## config.mk

```make
export PLATFORM = sky130hd
export DESIGN_NAME = nn_access_arbiter
export DESIGN_NICKNAME = d
export VERILOG_FILES = /design/src/rtl/nn_access_arbiter.sv
export SDC_FILE = /design/constraint.sdc
export NUM_CORES = 1
export LEC_CHECK = 0
export ABC_AREA = 1
export BUFFER_PORTS_ARGS = -buffer_cell sky130_fd_sc_hd__buf_2
export CORE_AREA = 2 2 64 66
export DETAILED_ROUTE_END_ITERATION = 16
export DIE_AREA = 0 0 66 68
export PLACE_DENSITY_LB_ADDON = 0.2
export SETUP_SLACK_MARGIN = 0.5
export SYNTH_ARGS = -nofsm -noshare
export SYNTH_HDL_FRONTEND = slang
export SYNTH_SLANG_ARGS = --single-unit
```

## constraint.sdc

```tcl
create_clock -name clk -period 1.95 [get_ports clk]
set_input_delay 0.39 -clock clk [delete_from_list [all_inputs] [get_ports clk]]
set_output_delay 0.39 -clock clk [all_outputs]
set_load 0.005 [all_outputs]
```

## src/rtl/nn_access_arbiter.sv

```systemverilog
// nn_access_arbiter: shares the single mlp_OX classifier between the training
// sample stream and user inference requests. One sample is granted at a time.
// The NN input is held for NN_LAT cycles, then a one-cycle completion pulse is
// returned to the owner. Inference grants also capture the classifier result.
module nn_access_arbiter #(
    parameter int XW             = 16,
    parameter int PW             = 7,
    parameter int NN_LAT         = 4,
    parameter int MAX_INF_STREAK = 3
) (
    input  logic          clk,
    input  logic          rst,
    input  logic          train_req,
    input  logic [XW-1:0] train_x,
    input  logic          train_is_O,
    input  logic          inf_req,
    input  logic [XW-1:0] inf_x,
    input  logic          nn_y,
    input  logic [PW-1:0] nn_prob_pct,
    output logic [XW-1:0] nn_x,
    output logic          nn_learn,
    output logic          nn_is_O,
    output logic          busy,
    output logic          owner,
    output logic          train_ack,
    output logic          inf_done,
    output logic          inf_y,
    output logic [PW-1:0] inf_prob_pct
);

    localparam int CW = (NN_LAT > 1) ? $clog2(NN_LAT) : 1;
    localparam int SW = (MAX_INF_STREAK > 0) ? $clog2(MAX_INF_STREAK + 1) : 1;

    localparam logic OWN_TRAIN = 1'b0;
    localparam logic OWN_INF   = 1'b1;

    typedef enum logic [1:0] {
        IDLE = 2'd0,
        BUSY = 2'd1,
        DONE = 2'd2
    } state_t;

    state_t        state, state_d;
    logic [CW-1:0] cnt, cnt_d;
    logic [SW-1:0] streak, streak_d;
    logic [XW-1:0] nn_x_d;
    logic          nn_learn_d, nn_is_O_d, busy_d, owner_d;
    logic          train_ack_d, inf_done_d, inf_y_d;
    logic [PW-1:0] inf_prob_pct_d;
    logic          inf_wins;

    // Inference has priority unless it has already starved a waiting
    // training request for MAX_INF_STREAK consecutive grants.
    assign inf_wins = inf_req && !(train_req && (streak == SW'(MAX_INF_STREAK)));

    // Next-state and next-output logic; every output is registered below.
    always_comb begin
        // NOTE: every signal gets a default first so no path can infer a latch.
        state_d        = state;
        cnt_d          = cnt;
        streak_d       = streak;
        nn_x_d         = nn_x;
        nn_learn_d     = 1'b0;
        nn_is_O_d      = nn_is_O;
        busy_d         = busy;
        owner_d        = owner;
        train_ack_d    = 1'b0;
        inf_done_d     = 1'b0;
        inf_y_d        = inf_y;
        inf_prob_pct_d = inf_prob_pct;

        case (state)
            IDLE: begin
                nn_x_d    = '0;
                nn_is_O_d = 1'b0;
                busy_d    = 1'b0;
                if (inf_req || train_req) begin
                    state_d = BUSY;
                    busy_d  = 1'b1;
                    cnt_d   = CW'(NN_LAT - 1);
                    if (inf_wins) begin
                        owner_d = OWN_INF;
                        nn_x_d  = inf_x;
                        if (train_req && (streak != SW'(MAX_INF_STREAK)))
                            streak_d = streak + SW'(1);
                    end else begin
                        owner_d    = OWN_TRAIN;
                        nn_x_d     = train_x;
                        nn_is_O_d  = train_is_O;
                        streak_d   = '0;
                        // With a one-cycle window the first BUSY cycle is the learn cycle.
                        nn_learn_d = (NN_LAT == 1);
                    end
                end
            end
            BUSY: begin
                if (cnt == '0) begin
                    state_d     = DONE;
                    nn_x_d      = '0;
                    nn_is_O_d   = 1'b0;
                    train_ack_d = (owner == OWN_TRAIN);
                    inf_done_d  = (owner == OWN_INF);
                    if (owner == OWN_INF) begin
                        inf_y_d        = nn_y;
                        inf_prob_pct_d = nn_prob_pct;
                    end
                end else begin
                    cnt_d = cnt - CW'(1);
                    // Learn is registered, so raise it entering the cnt==0 cycle.
                    nn_learn_d = (cnt == CW'(1)) && (owner == OWN_TRAIN);
                end
            end
            DONE: begin
                state_d = IDLE;
                busy_d  = 1'b0;
            end
            default: begin
                state_d = IDLE;
            end
        endcase
    end

    // State and output registers, all cleared by the asynchronous reset.
    always_ff @(posedge clk or posedge rst) begin
        if (rst) begin
            state        <= IDLE;
            cnt          <= '0;
            streak       <= '0;
            nn_x         <= '0;
            nn_learn     <= 1'b0;
            nn_is_O      <= 1'b0;
            busy         <= 1'b0;
            owner        <= 1'b0;
            train_ack    <= 1'b0;
            inf_done     <= 1'b0;
            inf_y        <= 1'b0;
            inf_prob_pct <= '0;
        end else begin
            // NOTE: sequential state uses non-blocking assignments so all
            // registers update together from pre-edge values.
            state        <= state_d;
            cnt          <= cnt_d;
            streak       <= streak_d;
            nn_x         <= nn_x_d;
            nn_learn     <= nn_learn_d;
            nn_is_O      <= nn_is_O_d;
            busy         <= busy_d;
            owner        <= owner_d;
            train_ack    <= train_ack_d;
            inf_done     <= inf_done_d;
            inf_y        <= inf_y_d;
            inf_prob_pct <= inf_prob_pct_d;
        end
    end

endmodule

```

==> out/metrics.csv, run 1 <==
stage,metric,value,unit
outcome,outcome,"finished, final reports clean",
placed_design,placed inst area,2260,sq um
detailed_routing,first drt pass iteration count,4,
synth,synth top area cells,"dfrtp_1 (48%), nand2_1 (17%), nand3_1 (9.1%)",
finish,final-layout fill cell count,383,
power,Cell Int Power,1.99,mW
timing,# setup viols final,0,
power,switch share,38.6,%
global_route,largest net degree at the start of global routing,37,
synth,Mapped Area,1880,sq um
critical_path,Crit Path Class,flop to flop,
critical_path,reg2reg end,streak[0],
finish,Layout Nets,356,
timing,Slew @ Worst Pin,464,ps
finish,diodes inserted,0,
timing,Fmax,733,MHz
global_route,grt total ovfl,0,
synth,number of synthesis warnings,0,
critical_path,FF-to-FF Start,streak[0],
clock_tree,buffer depth of the longest clock path,2,
timing,minimum clock period,1360,ps
clock_tree,CTS buffer count,5,
finish,post-route cell area,2380,sq um
synth,"Avg Cell Area, Syn",8.09,sq um
power,Power Density,1360,nW/um^2
clock_tree,CTS tree,yes,
timing,clk_skew,3.44,ps
detailed_routing,DRT iter0 DRCs,90,
synth,synthesis-stage register bit count,36,
global_route,initial antenna violation count,0,
synth,"area leader, netlist",dfrtp_1,
detailed_routing,Vias/cell,4.66,
power,power share of the clock group,17.1,%
timing,RSZ-0062 raised after global routing,false,
synth,Mapped Nets,280,
timing,fin. max-slew vios,0,
worst_hold_path,Hold Path Class,primary input to async pin,
die,# rows,23,
critical_path,Critical Path AT,1580,ps
clock_tree,CTS Root Cell,clkbuf_8,
detailed_routing,Antenna Nets Post-Route,0,
timing,Final TNS setup,0,ps
die,die span in x,66,um
finish,register area,902,sq um
critical_path,Crit. Startpoint,streak[0],
clock_tree,depth of the CTS H-tree,2,
critical_path,crit path launch type,flop,
detailed_routing,Vias,1670,
timing,Final Hold Viols,0,
placed_design,DP HPWL,2790,um
die,Initial Util,48.7,%
clock_tree,Clock Sinks,36,
power,sw power,1.25,mW
timing,final worst path period share,70.0,%
synth,post-synth top area share,48.0,%
global_route,Total GRT Usage,18.6,%
critical_path,r2r worst-path depth,6,
synth,synth unique cells,19,
global_route,vias in the first global route,1494,
critical_path,worst reg2reg setup slack,590,ps
finish,area growth from synthesis to layout,27.0,%
run,maxcap violations,0,
finish,share of layout cells above drive strength 1,35.1,%
critical_path,CP required,2170,ps
power,Seq pwr share,39.9,%
synth,sequential-to-total area share from yosys stat,48.0,%
finish,multi-input logic area,763,sq um
die,Ports,75,
die,Die Footprint,4490,sq um
power,Max VDD drop,899,uV
power,Comb power frac,43.0,%
global_route,global-route wire length before repair,6470,um
synth,Post-Synthesis Cells,232,
detailed_routing,Routed WL,3980,um
detailed_routing,DR WL/cell,11.1,um
placed_design,number of port buffers,74,
timing,Slew headroom,69.0,%
placed_design,global placement routability congestion,0.712,
critical_path,worst-path maximum fanout,19,
clock_tree,later-pin clock latency in the skew report,270,ps
clock_tree,register clock-pin slew on the reported worst setup and hold paths,70,ps
die,Core ar.,3860,sq um
power,total power,3.25,mW
detailed_routing,DRC,0,
critical_path,CP endpoint kind,flop,
die,Die H,68,um
clock_tree,cts hold-fix bufs,0,
power,leakage power,1.49,nW
routing by layer:
metal	share of wire [%]	GRT usage [%]	vias to the layer above
met5	0	0	-
met4	2.2	7.91	0
met3	4.9	2.96	9
met2	47	29.9	47
met1	46	25.1	759
li1	-	-	855
cells in the mapped netlist (all sizes together):
cell type and count:
nor2 5, o21ai 2, inv 43, ha 3
nor3 1, nand3 44, nand2 90, dfrtp 36
clkbuf 1, nor3b 1, buf 6
sequential cells by signal, indices dropped and copies added, names as in the netlist, 2 cells and up:
register      cells
cnt               2
streak            2
inf_prob_pct      7
state             2
nn_x             16
cell type report:
type                            instances  share of cell area, %
Timing Repair Buffer                   76                   16.7
Clock buffer                            7                   4.04
Multi-Input combinational cell        146                   32.0
Tap cell                               50                   2.62
Sequential cell                        36                   37.8
Inverter                               43                   6.77
power by group through the flow:
| stage | combinational (mW) | sequential [mW] | clock [mW] |
|---|---|---|---|
| finish | 1.40 | 1.29 | 0.556 |
| global route | 1.60 | 1.34 | 0.602 |
| CTS | 1.35 | 1.29 | 0.575 |
| detailed placement | 1.34 | 1.30 | 0 |
| global placement | 1.31 | 1.31 | 0 |
| floorplan | 0.906 | 1.30 | 0 |
logic make-up after synthesis:
group / count (synthesis) / share of synthesized area, %
AND/OR/NAND/NOR: 141 / 37.1
buffers and inverters: 50 / 11.7
flip-flops: 36 / 48.0
adder cells (fa/ha/maj): 3 / 2.00
AO/OA/AOI/OAI: 2 / 1.13
per-stage QoR:
| step | setup WS (ps) | cells | utilization (%) | hold slack (ps) |
|---|---|---|---|---|
| 6_report | 585 | 358 | 61.8 | 214 |
| 5_1_grt | 503 | 358 | 61.8 | 268 |
| 4_1_cts | 516 | 357 | 61.2 | 229 |
| 3_5_place_dp | 479 | 350 | 58.6 | 453 |
| 3_3_place_gp | 492 | 350 | 58.6 | 451 |
| 2_1_floorplan | 735 | 232 | - | 453 |
critical path, cell delays in order (launching register included):
cell and delay [ps]:
dfrtp_1 410, ha_1 240, nand2_4 180, nand2_4 190
nor2_2 180, nand2_1 60, nand2_1 50
placed cells by master, fill, tap and decap left out:
master     n
nand2_1   85
buf_2     74
inv_1     39
dfrtp_1   35
nand3_1   34
nand3_2   10
clkbuf_8   7
inv_2      4
nand2_4    3
ha_1       3
nand2_2    2
nor2_8     2
nor2_2     2
nor2_1     1
o21ai_4    1
nor3_1     1
nor3b_1    1
o21ai_1    1
dfrtp_2    1
buf_4      1
buf_12     1
timing repair:
action | CTS | global route
buffers inserted | 0 | 1
pin swaps | 0 | 1
gates resized for setup | 2 | 1
endpoints found under the setup margin | 6 | 26
how the worst max path moves through the flow:
stage                endpoint  cells past startpoint
detailed placement  streak[0]                      6
CTS                   nn_x[8]                      5
global route        streak[1]                      6
floorplan             nn_x[0]                      6
global placement    streak[0]                      6
finish              streak[0]                      6
No activity file was read; power rests on OpenSTA's default activity.
==> inputs of run 2 (changes only) <==
Settings changed: CORE_AREA 2 2 64 66 to 2 2 66 68, DIE_AREA 0 0 66 68 to 0 0 68 70.
Clock period 1.95 ns to 1.3 ns, I/O delays scaled along.
==> run 2 against run 1 <==
Against the previous run:
- combinational power increased to 2.5 times the previous value
- final cell count increased by 12%
- largest power group unchanged
- cell area increased by 29%
==> out/metrics.csv, run 2 (synthesized netlist as in run 1, its figures left out) <==
stage,metric,value,unit,change
critical_path,CP bufs+invs,1,,+1
detailed_routing,first drt pass iteration count,4,,unchanged
timing,minimum clock period,1230,ps,-138 ps
timing,Fmax,815,MHz,+11%
clock_tree,CTS Root Cell,clkbuf_8,,
clock_tree,CTS buffer count,5,,unchanged
die,Die Footprint,4760,sq um,+6.1%
timing,Final TNS setup,0,ps,unchanged
clock_tree,cts hold-fix bufs,0,,unchanged
timing,Slew headroom,79.4,%,+10 points
timing,Slew @ Worst Pin,309,ps,-155 ps
finish,share of layout cells above drive strength 1,54.0,%,+19 points
critical_path,reg2reg end,nn_x[3],,
placed_design,placed cells,357,,+2.0%
power,total power,6.46,mW,+99%
power,Power Density,2100,nW/um^2,+54%
global_route,global-route wire length before repair,7390,um,+14%
clock_tree,later-pin clock latency in the skew report,290,ps,+20 ps
critical_path,Crit path largest cell delay,420,ps,about the same
power,Seq pwr share,29.6,%,-10 points
power,leakage power,1.79,nW,+20%
critical_path,worst reg2reg setup slack,70,ps,-510 ps
detailed_routing,Routed WL,5470,um,+38%
finish,Layout Nets,397,,+12%
detailed_routing,Vias/cell,4.73,,+1.5%
critical_path,r2r worst-path depth,6,,unchanged
critical_path,CP required,1480,ps,-690 ps
critical_path,FF-to-FF Start,streak[1],,
clock_tree,register clock-pin slew on the reported worst setup and hold paths,80,ps,about the same
outcome,outcome,"finished, final reports clean",,
clock_tree,buffer depth of the longest clock path,2,,unchanged
critical_path,Most common cell on crit path,nand3_2,,
finish,diodes inserted,0,,unchanged
die,Core ar.,4140,sq um,+7.5%
timing,RSZ-0062 raised after global routing,true,,
finish,Largest regs,"nn_x (16), inf_prob_pct (7)",,
placed_design,Setup WS pre-CTS,76.8,ps,-402 ps
finish,max reg flops,16,,unchanged
placed_design,DP HPWL,2830,um,+1.4%
clock_tree,depth of the CTS H-tree,2,,unchanged
finish,area growth from synthesis to layout,63.7,%,
power,Max VDD drop,1110,uV,+23%
timing,WHS,8.95,ps,-205 ps
die,# rows,24,,+4.3%
placed_design,number of port buffers,74,,unchanged
finish,"most common cell after layout, fill and taps aside",nand2_1,,
worst_hold_path,Hold Path Class,primary input to async pin,,
finish,Util after Layout,74.2,%,+12 points
critical_path,"Slowest-stage cell, CP",dfrtp_1,,
power,Comb power frac,55.1,%,+12 points
finish,Largest Register,nn_x,,
detailed_routing,DRC,0,,unchanged
finish,Non-Filler Instances,402,,+12%
die,die span in x,68,um,+3.0%
global_route,grt total ovfl,0,,unchanged
power,switch share,38.4,%,-0.19 points
timing,PnR worst setup slack,72.8,ps,-512 ps
finish,post-route cell area,3070,sq um,+29%
global_route,largest net degree at the start of global routing,37,,unchanged
detailed_routing,DR WL/cell,13.6,um,+22%
critical_path,Critical Path AT,1410,ps,-170 ps
power,Cell Int Power,3.98,mW,+100%
finish,final-layout fill cell count,312,,-19%
detailed_routing,Antenna Nets Post-Route,0,,unchanged
timing,clk_skew,8.45,ps,+5.02 ps
critical_path,Crit Path Class,flop to flop,,
clock_tree,CTS tree,yes,,
global_route,vias in the first global route,1690,,+13%
run,maxcap violations,0,,unchanged
placed_design,placed inst area,2390,sq um,+5.8%
die,Initial Util,45.3,%,-3.4 points
detailed_routing,Vias,1903,,+14%
timing,Final Hold Viols,0,,unchanged
timing,# setup viols final,0,,unchanged
power,sw power,2.48,mW,+98%
critical_path,CP endpoint kind,flop,,
die,Ports,75,,unchanged
detailed_routing,DRT iter0 DRCs,129,,+43%
timing,final worst path period share,94.4,%,+24 points
critical_path,crit-path leading delay family,flip-flops,,
placed_design,global placement routability congestion,0.714,,+0.39%
timing,fin. max-slew vios,0,,unchanged
critical_path,crit path launch type,flop,,
global_route,Total GRT Usage,20.3,%,+1.7 points
global_route,initial antenna violation count,0,,unchanged
finish,most frequent cells in the layout,"nand2_1 (79), buf_2 (74), inv_1 (36), dfrtp_1 (34), nand3_2 (30)",,
critical_path,critical path cell sequence,ha_4 -> nand2_8 -> clkbuf_16 -> nand3_2 -> nand3_2 -> nand2_1,,
clock_tree,Clock Sinks,36,,unchanged
die,Die H,70,um,+2.9%
power,power share of the clock group,15.3,%,-1.8 points
critical_path,worst-path maximum fanout,8,,-11
## run 2: timing repair
item | in CTS | in global routing
setup buffers | 22 | 10
setup endpoints to repair | 66 | 66
cloned | 1 | 4
pin swaps | 6 | 26
resized for setup | 10 | 39
## run 2: power groups by stage
stage | combinational, mW | sequential (mW) | clock (mW)
final | 3.56 | 1.91 | 0.991
after global routing | 3.91 | 1.96 | 1.04
after CTS | 3.01 | 1.89 | 1.00
after detailed placement | 2.33 | 1.96 | 0
after global placement | 2.27 | 1.96 | 0
after floorplan | 1.49 | 1.96 | 0
## run 2: cell type report
type / instances / area [sq um] / area share (%)
Clock buffer: 5 / 68.8 / 2.24
Clock inverter: 3 / 42.5 / 1.38
Inverter: 43 / 173 / 5.62
Multi-Input combinational cell: 149 / 1040 / 33.8
Sequential cell: 36 / 903 / 29.4
Tap cell: 52 / 65.1 / 2.12
Timing Repair Buffer: 114 / 783 / 25.5
## run 2: metal layers
metal  up-vias  part of all wire (%)  GRT usage [%]
met4         0                   1.5           6.89
met5         -                     0              0
met2        65                    51           32.3
met3         8                   5.9           4.51
met1       883                    42           27.1
li1        947                     -              -
## run 2: worst max path at each step
stage              start               to  cells past startpoint
2_1_floorplan  streak[0]          nn_x[0]                      7
3_3_place_gp      cnt[0]  inf_prob_pct[6]                      7
3_5_place_dp      cnt[0]            inf_y                      7
4_1_cts           cnt[1]            inf_y                      7
5_1_grt        streak[1]         nn_x[13]                      6
6_report       streak[1]          nn_x[3]                      6
## run 2: worst reg2reg max path: cells and delay by family, from the launching register on
kind,cells,cell delay [ps]
simple gates,4,320
buf+inv,1,190
fa+ha+maj,1,190
flops,1,420
